===== src/rtl/ttl_74165.sv =====
// ttl_74165: parallel-in / serial-out shift register in the style of the
// 74LS165, fully synchronous to Clk. Parallel words load on a rising edge,
// shift out MSB-first on QH, and can be cascaded through SER.
//
// Optional feature: define TTL_74165_QHN_EN to add the complementary serial
// output QHn (= ~QH, reset value 1). With the macro undefined the port does
// not exist and behaviour is otherwise identical.
//
// Legal WIDTH range is 2..16. DELAY_RISE / DELAY_FALL are simulation-only
// output delays in ns; synthesis ignores them.

`timescale 1ns/1ps

module ttl_74165 #(
  parameter int WIDTH      = 8,
  parameter int DELAY_RISE = 20,
  parameter int DELAY_FALL = 21
) (
  input  logic             Clk,
  input  logic             RESETn,
  input  logic             LOADn,
  input  logic             CLK_INH,
  input  logic             SER,
  input  logic [WIDTH-1:0] D,
  output logic             QH,
  output logic [WIDTH-1:0] Q
`ifdef TTL_74165_QHN_EN
  ,
  output logic             QHn
`endif
);

  // Width of the bundle of outputs that pass through the delay stage:
  // the register itself, plus the complementary serial bit when enabled.
`ifdef TTL_74165_QHN_EN
  localparam int OW = WIDTH + 1;
`else
  localparam int OW = WIDTH;
`endif

  logic [WIDTH-1:0] shift_reg;

  // Register update: async clear, then load over inhibit over shift.
  // NOTE: sequential state uses non-blocking assignments so every flop
  // samples the pre-edge value of its neighbour; with blocking assignments
  // the shift would ripple through the whole register in one edge.
  always_ff @(posedge Clk or negedge RESETn) begin
    if (!RESETn) begin
      shift_reg <= '0;
    end else if (!LOADn) begin
      // Load dominates the clock inhibit, as on the LS165; SER is ignored.
      shift_reg <= D;
    end else if (!CLK_INH) begin
      // MSB leaves on QH, SER enters at bit 0; the old MSB is discarded.
      shift_reg <= {shift_reg[WIDTH-2:0], SER};
    end
  end

  // Undelayed view of everything that leaves the block.
  logic [OW-1:0] out_now;
  logic [OW-1:0] out_rise;
  logic [OW-1:0] out_fall;
  logic [OW-1:0] out_dly;

`ifdef TTL_74165_QHN_EN
  assign out_now = {~shift_reg[WIDTH-1], shift_reg};
`else
  assign out_now = shift_reg;
`endif

  // Separate rise/fall delays are built from two single-delay copies of the
  // same signal. When the rise delay is the shorter one, OR-ing the copies
  // makes a 0->1 edge follow the early copy and a 1->0 edge follow the late
  // copy; when the fall delay is shorter, AND-ing gives the mirror image.
  // Each bit therefore rises after DELAY_RISE and falls after DELAY_FALL.
  assign #(DELAY_RISE) out_rise = out_now;
  assign #(DELAY_FALL) out_fall = out_now;

  generate
    if (DELAY_RISE <= DELAY_FALL) begin : g_rise_first
      assign out_dly = out_rise | out_fall;
    end else begin : g_fall_first
      assign out_dly = out_rise & out_fall;
    end
  endgenerate

  // QH is taken straight from the register MSB: no extra pipeline stage.
  assign Q  = out_dly[WIDTH-1:0];
  assign QH = out_dly[WIDTH-1];

`ifdef TTL_74165_QHN_EN
  assign QHn = out_dly[WIDTH];
`endif

endmodule


===== config.mk =====
export PLATFORM = sky130hd
export DESIGN_NAME = ttl_74165
export DESIGN_NICKNAME = d
export VERILOG_FILES = /design/src/rtl/ttl_74165.sv
export SDC_FILE = /design/constraint.sdc
export NUM_CORES = 1
export LEC_CHECK = 0
export BUFFER_PORTS_ARGS = -buffer_cell sky130_fd_sc_hd__buf_2
export CAP_MARGIN = 20
export CORE_AREA = 5 5 42 44
export DETAILED_ROUTE_END_ITERATION = 10
export DIE_AREA = 0 0 47 49
export PLACE_DENSITY = 0.62
export SYNTH_ARGS = -nofsm -noshare
export SYNTH_HDL_FRONTEND = slang
export SYNTH_SLANG_ARGS = --single-unit --ignore-timing --ignore-initial --compat-mode --unroll-limit 50000
export TNS_END_PERCENT = 10

===== constraint.sdc =====
create_clock -name Clk -period 0.8 [get_ports Clk]
set_input_delay 0.16 -clock Clk [delete_from_list [all_inputs] [get_ports Clk]]
set_output_delay 0.16 -clock Clk [all_outputs]
set_load 0.03 [all_outputs]

-- Word level (Yosys, flattened, before mapping)
Index checks and enable logic that the tools add are counted.
- add/sub/neg operators: 0
- multipliers: 0
- divide/modulo/power cells: 0
- magnitude comparators: 0
- eq/ne operators: 1
- shifts and indexed selects: 0
- mux-type cells: 2
- bitwise gates (word level): 1
- reductions and logical operators: 0
- operator list (kind ; count):
    $mux W8 ; 2
    $or A8 B8 Y8 ; 1
    $ne A2 B2 Y1 const B ; 1
- flip-flop bits (word level): 8
- latch bits: 0
- RAM bits: 0
- memory bits (read-only): 0
- bits of input ports: 13
- output and inout bits: 9
- memories: 0

-- Logic depth before layout (Yosys ltp)
Gate-level depths: netlist of run 1.
- word-level depth: 2
- mapped depth: 4
- mapped depth without buffers: 2

-- Least setup slack after synthesis of run 1
Ideal clock, no wire load.
- path type: register to output
- start point: register shift_reg[7] (netlist: out_fall[7])
- end point: output port Q[7]
- data arrival time: 720 ps
- data required time: 640 ps
- slack: -80 ps
- cell stages (with the launch flop): 2
- cell sequence: dfrtp_1 > buf_4
- word-level cells in the longest chain between the ends: 1
- ends and longest elaborated chain (item ; RTL line ; source):
    start, declared ; 41 ; logic [WIDTH-1:0] shift_reg;
    start signal, assigned ; 55 ; shift_reg <= {shift_reg[WIDTH-2:0], SER};
    $or A8 B8 Y8 ; 81 ; assign out_dly = out_rise | out_fall;
    end, declared ; 26 ; output logic [WIDTH-1:0] Q
Every way passes these cells.

-- Worst setup path in the final report of run 1
Ends and elaborated chain as after synthesis.

==> results of run 1 <==
cell type report:
| type | count | share of cell area, % |
|---|---|---|
| flip-flops and latches | 8 | 33.8 |
| repair buffers | 26 | 33.2 |
| well taps | 16 | 3.30 |
| multi-input cells | 24 | 25.4 |
| clock buffers | 4 | 4.33 |
cells by family after synthesis:
group / Yosys count
mux: 8
simple gates: 8
flops: 8
buf+inv: 4
compound gates: 8
metrics by stage:
stage	utilization, %	std cells	TNS, ns
final	43.3	78	-1.77
after global routing	43.3	78	-2.28
after CTS	43.3	78	-1.86
after detailed placement	34.6	69	-0.186
after global placement	34.6	69	-0.0905
after floorplan	-	36	-0.208
what timing repair did:
item,in CTS,in global routing
pin swaps,5,1
setup buffers,4,0
cloned,0,0
endpoints found under the hold margin,8,0
hold buffers,1,0
endpoints found under the setup margin,9,15
gates resized for setup,18,0
placed cells by master (no fill, tap or decap), drive strengths merged:
cell / instances
nor2: 8
dfrtp: 8
buf: 25
dlygate4sd3: 1
mux2i: 8
a21oi: 8
clkbuf: 4
cell usage after synthesis, drive strengths merged:
library cell	number
nor2	8
mux2i	8
dfrtp	8
a21oi	8
buf	4
worst max path at each step:
stage	end	slack, ns	cells past startpoint
finish	Q[7]	-0.18	1
global route	Q[7]	-0.20	1
CTS	Q[7]	-0.18	1
detailed placement	out_fall[1]	-0.05	3
global placement	out_fall[1]	-0.03	3
floorplan	out_fall[3]	-0.04	2
power by group through the flow:
stage                     Clock [mW]  Combinational, mW  Sequential [mW]
after floorplan                    0              0.115            0.571
after global routing           0.375              0.394            0.493
final                          0.334              0.369            0.487
after detailed placement           0              0.277            0.489
after CTS                      0.346              0.373            0.487
after global placement             0              0.273            0.487
layer usage:
| layer | part of all wire [%] | GRT usage (%) |
|---|---|---|
| met5 | 0 | 0 |
| met1 | 40 | 11.3 |
| met2 | 50 | 13.6 |
| met4 | 1.1 | 5.53 |
| met3 | 8.4 | 3.69 |
==> impl_metrics.toml, run 1 <==
[run_status]
status = "complete, but fails checks"
violations = "setup timing"

[synthesis]
post_synth.cell_area_avg_um2 = 10.9
synth.area.mux_share_pct = 20.4
seq_area_frac_synth_pct = 51.1
yosys.area_share.simple_pct = 7.67
syn-num-nets = 49
yosys.area_share.adder_pct = 0
yosysTopAreaCellShare_pct = 51.1
synth_xor_area_share_pct = 0
synth_top_family_by_area = "multiplexers"
synth_cell_type_count = 7
synthesis.area_um2 = 392
synth_area_leader_cell = "dfrtp_1"
synth.area.top_cells = "dfrtp_1 (51%), mux2i_1 (20%), a21oi_1 (8.9%)"
yosys_register_bits = 8
synthesis.instances = 36
yosysWarnings = 0
synth_compound_area_share_pct = 11.2

[grt]
grt_util_all_layers_pct = 9.38
grt_pass1_vias = 350
grt_max_degree = 17
antenna_found_initial = 0
grt_pass1_wl_um = 1540
grt_overflow = 0

[critical_path]
cpPeakStageDelay_ns = 0.42
worstRegToRegCells = 3
arrival_ns = 0.82
crit_fanout = 3
critical_path_required_ns = 0.64
ff2ff_setup_slack_ns = -0.09
crit_slowest_cell = "dfrtp_2"
crit_chain = "buf_6"
path_buf_inv = 1
r2r_start = "out_fall[1]"
critPathLaunch = "out_fall[7]"
worst_setup_path_end_kind = "output port"
crit_family = "flip-flops"
worstSetupPathType = "reg -> out"
start_kind = "flip-flop"
reg2reg_to = "out_fall[1]"

[power_and_ir_drop]
seq_power_share_pct = 41.0
clock_power_share_pct = 28.0
p_sw_uw = 370
combPwrFrac_pct = 31.0
internal-power_uw = 820
swShare_pct = 31.1
power_mw = 1.19
peakVddDrop_uv = 967
power_density_mw_per_mm2 = 1960
total_leakage_power_nw = 0.300

[routing]
drc = 0
wl_per_cell_um = 12.0
viasPerCell = 4.26
vias = 332
drtIter0Drc = 0
final_antenna_net_count = 0
wl_um = 939
first_pass_iters = 1

[clock_network]
insertion_delay_ns = 0.25
h-tree-depth = 1
cts_root_buffer = "clkbuf_4"
clock_sinks = 8
path_clk_slew_ns = 0.06
cts.path.max_buffers = 2
cts_tree = "done"
cts_made_buffers = 3

[cells_and_area]
n_antenna_cell = 0
multiInputGateArea_um2 = 154
drive_gt1_share_pct = 53.2
largest_reg_flops = 8
post-route-cell-area_um2 = 607
nets = 76
ff_latch_area_um2 = 205
areaGrowthSynthToFinish_pct = 55.0
n_fill_cell = 149

[floorplan]
die_w_um = 47
die_h_um = 49
io_pins = 22
dieArea_mm2 = 0.00230
initial_core_util_pct = 27.9
rows = 14
core_area_mm2 = 0.00140

[timing]
holdWs_ns = 0.146
finalSetupViolCount = 14
post-route-min-period_ns = 0.975
max_slew_margin_pct = 81.8
fmax_ghz = 1.03
report.final.slew_viol_count = 0
post-route-period-util_pct = 122
tightest_slew_ns = 0.273
rsz0062_at_grt = "yes"
setup_slack_ns = -0.175
skew_ns = 0.00792
hold_viol_final = 0

[min_path]
min_from = "D[1]"
holdPathStages = 3
holdPathEnd = "out_fall[1]"
hold_path.class = "in -> reg"

[flow_run]
cap_viol_max_count = 0

[placement]
gp_congestion = 0.621
numPortBuffers = 21
dp_worst_setup_slack_ns = -0.0490
placed_area_um2 = 484
No activity file was read; power rests on OpenSTA's default activity.
==> run 2: changes to the inputs <==
Settings changed: ABC_AREA set to 1, PLACE_DENSITY 0.62 to 0.64.
==> run 2 against run 1 <==
  * The run still ends with setup timing left
  * Wire length rose by 21%
  * Clock power barely moved
  * Non-clock buffer count rose by 5
  * Synthesized cell count rose by 28%
==> impl_metrics.toml, run 2 <==
[floorplan]
core_area_mm2 = 0.00140
dieArea_mm2 = 0.00230
rows = 14
die_h_um = 49
die_w_um = 47
io_pins = 22
initial_core_util_pct = 29.5

[timing]
finalSetupViolCount = 10
setup_slack_ns = -0.183
max_slew_margin_pct = 86.2
hold_viol_final = 0
fmax_ghz = 1.02
report.final.slew_viol_count = 0
post-route-period-util_pct = 123
tightest_slew_ns = 0.207
setup_tns_ns = -1.47
post-route-min-period_ns = 0.983
rsz0062_at_grt = "yes"
skew_ns = 0.00287

[run_status]
violations = "setup timing"
status = "complete, but fails checks"

[cells_and_area]
fin_util_pct = 50.4
largest_reg_flops = 8
n_fill_cell = 141
layout_common_cells = "nand3_1 (17), buf_6 (13), buf_2 (12)"
areaGrowthSynthToFinish_pct = 71.2
post-route-cell-area_um2 = 707
drive_gt1_share_pct = 55.8
nets = 91
final_common_cell = "nand3_1"
n_antenna_cell = 0

[placement]
placed_area_um2 = 509
numPortBuffers = 21
gp_congestion = 0.715

[clock_network]
h-tree-depth = 1
cts_root_buffer = "clkbuf_4"
cts_made_buffers = 3
clock_sinks = 8
cts_tree = "done"
insertion_delay_ns = 0.26
cts.path.max_buffers = 2
path_clk_slew_ns = 0.06

[critical_path]
critical_path_required_ns = 0.64
cpPeakStageDelay_ns = 0.42
crit_fanout = 3
arrival_ns = 0.82
worstSetupPathType = "reg -> out"
crit_chain = "buf_6"
worst_setup_path_end_kind = "output port"
crit_slowest_cell = "dfrtp_2"
crit_family = "flip-flops"
start_kind = "flip-flop"
path_buf_inv = 1

[power_and_ir_drop]
internal-power_uw = 852
combPwrFrac_pct = 34.6
swShare_pct = 31.9
seq_power_share_pct = 38.6
p_sw_uw = 399
total_leakage_power_nw = 0.355
peakVddDrop_uv = 860
clock_power_share_pct = 26.9
power_density_mw_per_mm2 = 1770

[grt]
grt_overflow = 0
antenna_found_initial = 0
grt_max_degree = 11
grt_pass1_wl_um = 1790
grt_pass1_vias = 447
grt_util_all_layers_pct = 10.7

[synthesis]
synth_area_leader_cell = "dfrtp_1"
post_synth.cell_area_avg_um2 = 8.98
yosysWarnings = 0
synth_cell_type_count = 8
async_reset_ff_share_pct = 100
synthesis.instances = 46
synthesis.area_um2 = 413
synth_most_common_cell = "nand3_1"
seq_area_frac_synth_pct = 48.5
synth_edf_count = 0
yosysTopAreaCellShare_pct = 48.5
synth.area.top_cells = "dfrtp_1 (48%), nand3_1 (28%), nand2_1 (7.3%)"
synthTopCellsByCount = "nand3_1 (23), dfrtp_1 (8), nand2_1 (8)"
yosys_register_bits = 8
syn-num-nets = 59
synth-main-ff-cell = "dfrtp_1"

[min_path]
hold_path.class = "in -> reg"

[routing]
viasPerCell = 4.84
vias = 450
drc = 0
first_pass_iters = 4
drtIter0Drc = 6
wl_per_cell_um = 12.3
wl_um = 1140
final_antenna_net_count = 0

[flow_run]
cap_viol_max_count = 0
-- run 2: cells by family after synthesis --
| logic type | Yosys count | share of synthesized area [%] |
|---|---|---|
| and+or+nand+nor | 32 | 37.6 |
| DFF | 8 | 48.5 |
| buffers and inverters | 6 | 13.9 |
-- run 2: routing by layer --
metal | part of all wire [%] | vias to the layer above | track usage, %
met5 | 0 | - | 0
li1 | - | 221 | -
met1 | 43 | 204 | 14.6
met2 | 45 | 20 | 14.3
met4 | 3.0 | 0 | 6.91
met3 | 8.3 | 5 | 2.95
-- run 2: power groups by stage --
stage	Clock, mW	Combinational [mW]	Sequential [mW]
6_report	0.336	0.433	0.483
5_1_grt	0.366	0.460	0.488
4_1_cts	0.349	0.400	0.480
3_5_place_dp	0	0.278	0.487
3_3_place_gp	0	0.273	0.487
2_1_floorplan	0	0.113	0.568
-- run 2: path summary, 6_finish.rpt --
| path | endpoint | depth (start not counted) | slack, ns | startpoint |
|---|---|---|---|---|
| setup / recovery | QH | 1 | -0.18 | out_fall[7] |
| hold / removal | out_fall[3] | 3 | 0.12 | D[3] |
| setup reg to reg | out_fall[7] | 3 | -0.01 | out_fall[7] |
| hold reg to reg | out_fall[4] | 3 | 0.62 | out_fall[4] |
| max in group asynchronous | out_fall[7] | 2 | 0.35 | RESETn |
| min in group asynchronous | out_fall[6] | 2 | 0.26 | RESETn |
-- run 2: metrics by stage --
step | total power, mW | cells | setup slack (ns) | hold WS [ns]
floorplan | 0.681 | 46 | -0.00366 | -0.136
global placement | 0.760 | 80 | 0.0640 | 0.0140
detailed placement | 0.765 | 80 | 0.0517 | 0.0165
CTS | 1.23 | 92 | -0.188 | 0.122
global route | 1.31 | 93 | -0.211 | 0.121
finish | 1.25 | 93 | -0.183 | 0.120
-- run 2: timing repair --
action | in CTS | in global routing
setup endpoints to repair | 9 | 16
endpoints found under the hold margin | 8 | 0
pin swaps | 0 | 3
buffers inserted | 7 | 1
hold buffers | 1 | 0
resized for setup | 18 | 10
-- run 2: layout make-up --
type                       instances  area (um2)  share of cell area [%]
timing repair buffer              31         267                    37.7
sequential                         8         201                    28.5
multi-input combinational         32         185                    26.2
clock buffer                       4        26.3                    3.72
tap                               16        20.0                    2.83
inverter                           2        7.51                    1.06
-- run 2: worst min-delay path: cells and delay by family --
family / cells / cell delay (ns)
AND/OR/NAND/NOR: 2 / 0.11
buffers and inverters: 1 / 0.07
